File: src/rtl/player_mover.sv
// Player paddle mover: rate-limited left/right steps, each candidate position is
// shown on the box outputs for an external collision check before it is committed.
module player_mover #(
    parameter int XSTART = 304,
    parameter int YTOP   = 440,
    parameter int PW     = 32,
    parameter int PH     = 16,
    parameter int STEP   = 4,
    parameter int XMIN   = 0,
    parameter int XMAX   = 639,
    parameter int DIV    = 833333
) (
    input  logic        clk,
    input  logic        rst_n,
    input  logic        btn_left,
    input  logic        btn_right,
    input  logic        collide,
    output logic [10:0] topy,
    output logic [10:0] bottomy,
    output logic [10:0] leftx,
    output logic [10:0] rightx,
    output logic        probe,
    output logic        blocked,
    output logic        moved
);
    localparam int            CW       = $clog2(DIV);
    localparam logic [10:0]   X0       = 11'(XSTART);
    localparam logic [10:0]   XLO      = 11'(XMIN);
    localparam logic [10:0]   XHI      = 11'(XMAX - PW + 1);
    localparam logic [10:0]   STP      = 11'(STEP);
    localparam logic [10:0]   WM1      = 11'(PW - 1);
    localparam logic [CW-1:0] CNT_LAST = CW'(DIV - 1);

    typedef enum logic [1:0] {IDLE, PROBE, CHECK, DONE} state_t;

    state_t        state;
    logic [CW-1:0] cnt;
    logic          tick;
    logic [10:0]   cur_x;
    logic [10:0]   cand_x;
    logic [10:0]   next_x;
    logic [11:0]   right_sum;
    logic [11:0]   left_floor;

    assign tick    = (cnt == CNT_LAST);
    assign topy    = 11'(YTOP);
    assign bottomy = 11'(YTOP + PH - 1);

    // Free-running move-rate divider, independent of the FSM.
    always_ff @(posedge clk or negedge rst_n) begin
        if (!rst_n)    cnt <= '0;
        else if (tick) cnt <= '0;
        else           cnt <= cnt + CW'(1);
    end

    // 12-bit arithmetic keeps both clamps free of wrap-around.
    always_comb begin
        right_sum  = {1'b0, cur_x} + {1'b0, STP};
        left_floor = {1'b0, XLO} + {1'b0, STP};
        if (btn_left)
            next_x = ({1'b0, cur_x} < left_floor) ? XLO : (cur_x - STP);
        else
            next_x = (right_sum > {1'b0, XHI}) ? XHI : right_sum[10:0];
    end

    always_ff @(posedge clk or negedge rst_n) begin
        if (!rst_n) begin
            state   <= IDLE;
            cur_x   <= X0;
            cand_x  <= X0;
            leftx   <= X0;
            rightx  <= X0 + WM1;
            probe   <= 1'b0;
            blocked <= 1'b0;
            moved   <= 1'b0;
        end else begin
            blocked <= 1'b0;
            moved   <= 1'b0;
            case (state)
                IDLE: begin
                    if (tick && (btn_left ^ btn_right) && (next_x != cur_x)) begin
                        cand_x <= next_x;
                        leftx  <= next_x;
                        rightx <= next_x + WM1;
                        probe  <= 1'b1;
                        state  <= PROBE;
                    end
                end
                PROBE: state <= CHECK;
                CHECK: begin
                    probe <= 1'b0;
                    state <= DONE;
                    if (collide) begin
                        blocked <= 1'b1;
                        leftx   <= cur_x;
                        rightx  <= cur_x + WM1;
                    end else begin
                        // box outputs already hold the candidate
                        moved <= 1'b1;
                        cur_x <= cand_x;
                    end
                end
                DONE:    state <= IDLE;
                default: state <= IDLE;
            endcase
        end
    end
endmodule

File: config.mk
export PLATFORM = sky130hd
export DESIGN_NAME = player_mover
export DESIGN_NICKNAME = d
export VERILOG_FILES = /design/src/rtl/player_mover.sv
export SDC_FILE = /design/constraint.sdc
export NUM_CORES = 1
export LEC_CHECK = 0
export ABC_AREA = 0
export ABC_CLOCK_PERIOD_IN_PS = 4580
export BUFFER_PORTS_ARGS = -buffer_cell sky130_fd_sc_hd__buf_2
export CAP_MARGIN = 30
export CORE_MARGIN = 2
export CORE_UTILIZATION = 36
export CTS_BUF_LIST = sky130_fd_sc_hd__clkbuf_16
export DETAILED_ROUTE_END_ITERATION = 16
export GPL_TIMING_DRIVEN = 0
export PLACE_DENSITY = 0.63
export SLEW_MARGIN = 20
export SYNTH_ARGS = -nofsm -noshare
export SYNTH_HDL_FRONTEND = slang
export SYNTH_SLANG_ARGS = --single-unit
File: constraint.sdc
create_clock -name clk -period 4.58 [get_ports clk]
set_input_delay 0.458 -clock clk [delete_from_list [all_inputs] [get_ports clk]]
set_output_delay 0.458 -clock clk [all_outputs]
set_load 0.03 [all_outputs]
==> impl_metrics.env <==
export IMPL_status="finished, final reports clean"
export IMPL_worst_setup_path_end_kind="flop"
export IMPL_final_cells=734
export IMPL_clockPowerShare_pct=47.3
export IMPL_fill_cells=1223
export IMPL_place_ws_ps=335
export IMPL_syn_cell_area_mm2=0.00468
export IMPL_peakVddDrop_mv=0.186
export IMPL_numPlacedInstances=718
export IMPL_switchingPower_mw=0.428
export IMPL_initial_utilization_pct=36.9
export IMPL_worstPathRequired_ps=4800
export IMPL_crit_arrival_ps=4340
export IMPL_grt_start_max_net_pins=51
export IMPL_wl_mm=11.8
export IMPL_pin_count=52
export IMPL_final_cell_mix="dfrtp_1, nor2_1, nand2_1"
export IMPL_worstSetupPathType="flop to flop"
export IMPL_internal_power_mw=1.24
export IMPL_fin_area_mm2=0.00548
export IMPL_grt_pass1_wl_mm=19.7
export IMPL_viasPerCell=5.33
export IMPL_ys_seq_area_share_pct=37.3
export IMPL_cts_root_buf="clkbuf_16"
export IMPL_finalNetCount=571
export IMPL_setup_violations=0
export IMPL_drive_gt1_share_pct=25.8
export IMPL_clockBufferDepth=2
export IMPL_switching_share_pct=25.7
export IMPL_tns_ps=0
export IMPL_dieHeight_um=118
export IMPL_antenna_left=0
export IMPL_drv_cap=0
export IMPL_core_area_mm2=0.0127
export IMPL_sequentialPowerShare_pct=38.3
export IMPL_row_count=41
export IMPL_n_antenna_cell=0
export IMPL_yosys_area_top_type="dfrtp_1"
export IMPL_whs_ps=4.08
export IMPL_clk_pin_slew_ps=60
export IMPL_antenna_found_initial=0
export IMPL_tightest_slew_ps=855
export IMPL_yosysWarnings=0
export IMPL_ys_types=73
export IMPL_max_freq_mhz=243
export IMPL_cp_max_fo=7
export IMPL_hold_buffers=0
export IMPL_p_comb_share_pct=14.4
export IMPL_cts_sinks=69
export IMPL_synth_area_per_cell_um2=9.41
export IMPL_synth_top_area_share_pct=28.9
export IMPL_synth_edf_count=0
export IMPL_worst_clock_skew_ps=6.55
export IMPL_slew_headroom_pct=42.5
export IMPL_ys_top_cells_by_area="dfrtp_1, dfstp_2, mux2_4"
export IMPL_vias=3909
export IMPL_grt_setup_unrepaired="no"
export IMPL_start_kind="flop"
export IMPL_cts_tree="done"
export IMPL_synth_cells=497
export IMPL_p_leak_nw=2.44
export IMPL_hpwl_mm=8.93
export IMPL_period_share_pct=89.8
export IMPL_grt_util_met1_pct=23.3
export IMPL_die_w_um=118
export IMPL_use_met3_pct=4.31
export IMPL_use_met2_pct=27.4
export IMPL_portBuffers=28
export IMPL_placed_cell_area_mm2=0.00514
export IMPL_drc=0
export IMPL_drt_initial_drc_count=277
export IMPL_wire_per_inst_um=16.1
export IMPL_cts_made_buffers=9
export IMPL_grtUsageTotal_pct=17.7
export IMPL_routabilityCongestion=1.02
export IMPL_die_area_mm2=0.0139
export IMPL_grt_busiest_layer="met2"
export IMPL_synth_seq_cells=69
export IMPL_setup_slack_ps=466
export IMPL_hold_path_class="input port to async pin"
export IMPL_synth_ff_type="dfrtp_1"
export IMPL_grt_pass1_vias=3765
export IMPL_hold_viol=0
export IMPL_drv_slew=0
export IMPL_dr_pass1_iters=4
export IMPL_area_growth_pct=17.2
export IMPL_clk_latency_ps=340
export IMPL_htree_levels=3
export IMPL_synth_async_sr_flop_share_pct=100
export IMPL_grt_ovfl_total=0
export IMPL_period_minus_slack_ps=4110
export IMPL_final_common_cell="dfrtp_1"
export IMPL_p_per_area_mw_per_mm2=304
[critical path: stages (launching register included)]
cell,delay [ps]
dfrtp_1,420
ha_1,280
nand4_2,230
o21ai_0,480
nand2_1,280
a21oi_2,380
nor2_1,190
o21ai_0,380
ha_1,260
o311ai_0,210
nor4_2,330
nor3_1,120
xor2_1,160
mux2_4,270
[worst paths after layout]
| path | start | end | slack (ps) | cells past startpoint |
|---|---|---|---|---|
| max reg2reg | cur_x[3] | rightx[10] | 470 | 13 |
| max | cur_x[3] | rightx[10] | 470 | 13 |
| min reg2reg | rightx[1] | rightx[1] | 470 | 2 |
| min in group clk | collide | blocked | 400 | 2 |
| max in group asynchronous | rst_n | cand_x[8] | 3980 | 2 |
| min | rst_n | leftx[10] | 4 | 1 |
[logic make-up after synthesis]
group,after synthesis,synth area share [%]
mux,35,9.44
buf+inv,71,8.05
simple gates,177,20.1
flops,69,37.3
compound gates,98,15.8
other cells,2,0.161
fa+ha+maj,9,2.41
xor+xnor,36,6.74
[sequential cells by signal, summed over array words and instances (netlist names)]
signal and flops:
blocked 1, cand_x 11, cnt 20, cur_x 11, leftx 11, moved 1
probe 1, rightx 11, state 2
[timing repair]
item | 4_1_cts | 5_1_grt
setup buffers | 0 | 0
resized for setup | 0 | 1
endpoints found under the hold margin | 0 | 0
setup endpoints to repair | 0 | 3
[routing by layer]
metal	part of all wire, %	vias to the layer above	routed length, um
met2	45	162	5350
met5	0	-	0
met3	6.6	21	785
met1	45	1878	5370
li1	-	1848	-
met4	2.6	0	303
[cells in the mapped netlist (6+ instances only)]
library cell  count
a21oi_1          12
dfrtp_1          54
and3_1            7
mux2_2           13
ha_1              9
nand2_1          40
buf_4            22
nand3_1          16
nor2_1           42
inv_1            19
buf_2            10
xor2_1           15
nor3_1           10
nand4_1          13
mux2_4           15
a211oi_1          7
mux2i_1           7
o21ai_0          29
a21o_1            6
xnor2_1          21
or3_1             9
dfstp_2          15
clkbuf_1         15
nor2b_1           7
[cell type report]
cell class	instances	area, um^2	share of cell area, %
multi-input combinational	377	2640	48.1
sequential	69	1750	31.8
buffer	49	294	5.36
clock buffer	9	225	4.11
tap	172	215	3.93
timing repair buffer	29	170	3.10
clock inverter	7	114	2.08
inverter	22	82.6	1.51
[power by group through the flow]
stage	Clock, mW	Sequential, mW	Combinational (mW)
final	0.789	0.639	0.240
after global routing	0.831	0.640	0.259
after CTS	0.805	0.639	0.237
after detailed placement	0	0.649	0.236
after global placement	0	0.648	0.231
after floorplan	0	0.669	0.153
[per-stage QoR]
stage / utilization (%) / power, mW
2_1_floorplan: - / 0.822
3_3_place_gp: 40.3 / 0.879
3_5_place_dp: 40.6 / 0.885
4_1_cts: 43.2 / 1.68
5_1_grt: 43.3 / 1.73
6_report: 43.3 / 1.67
No activity file was read; power rests on OpenSTA's default activity.
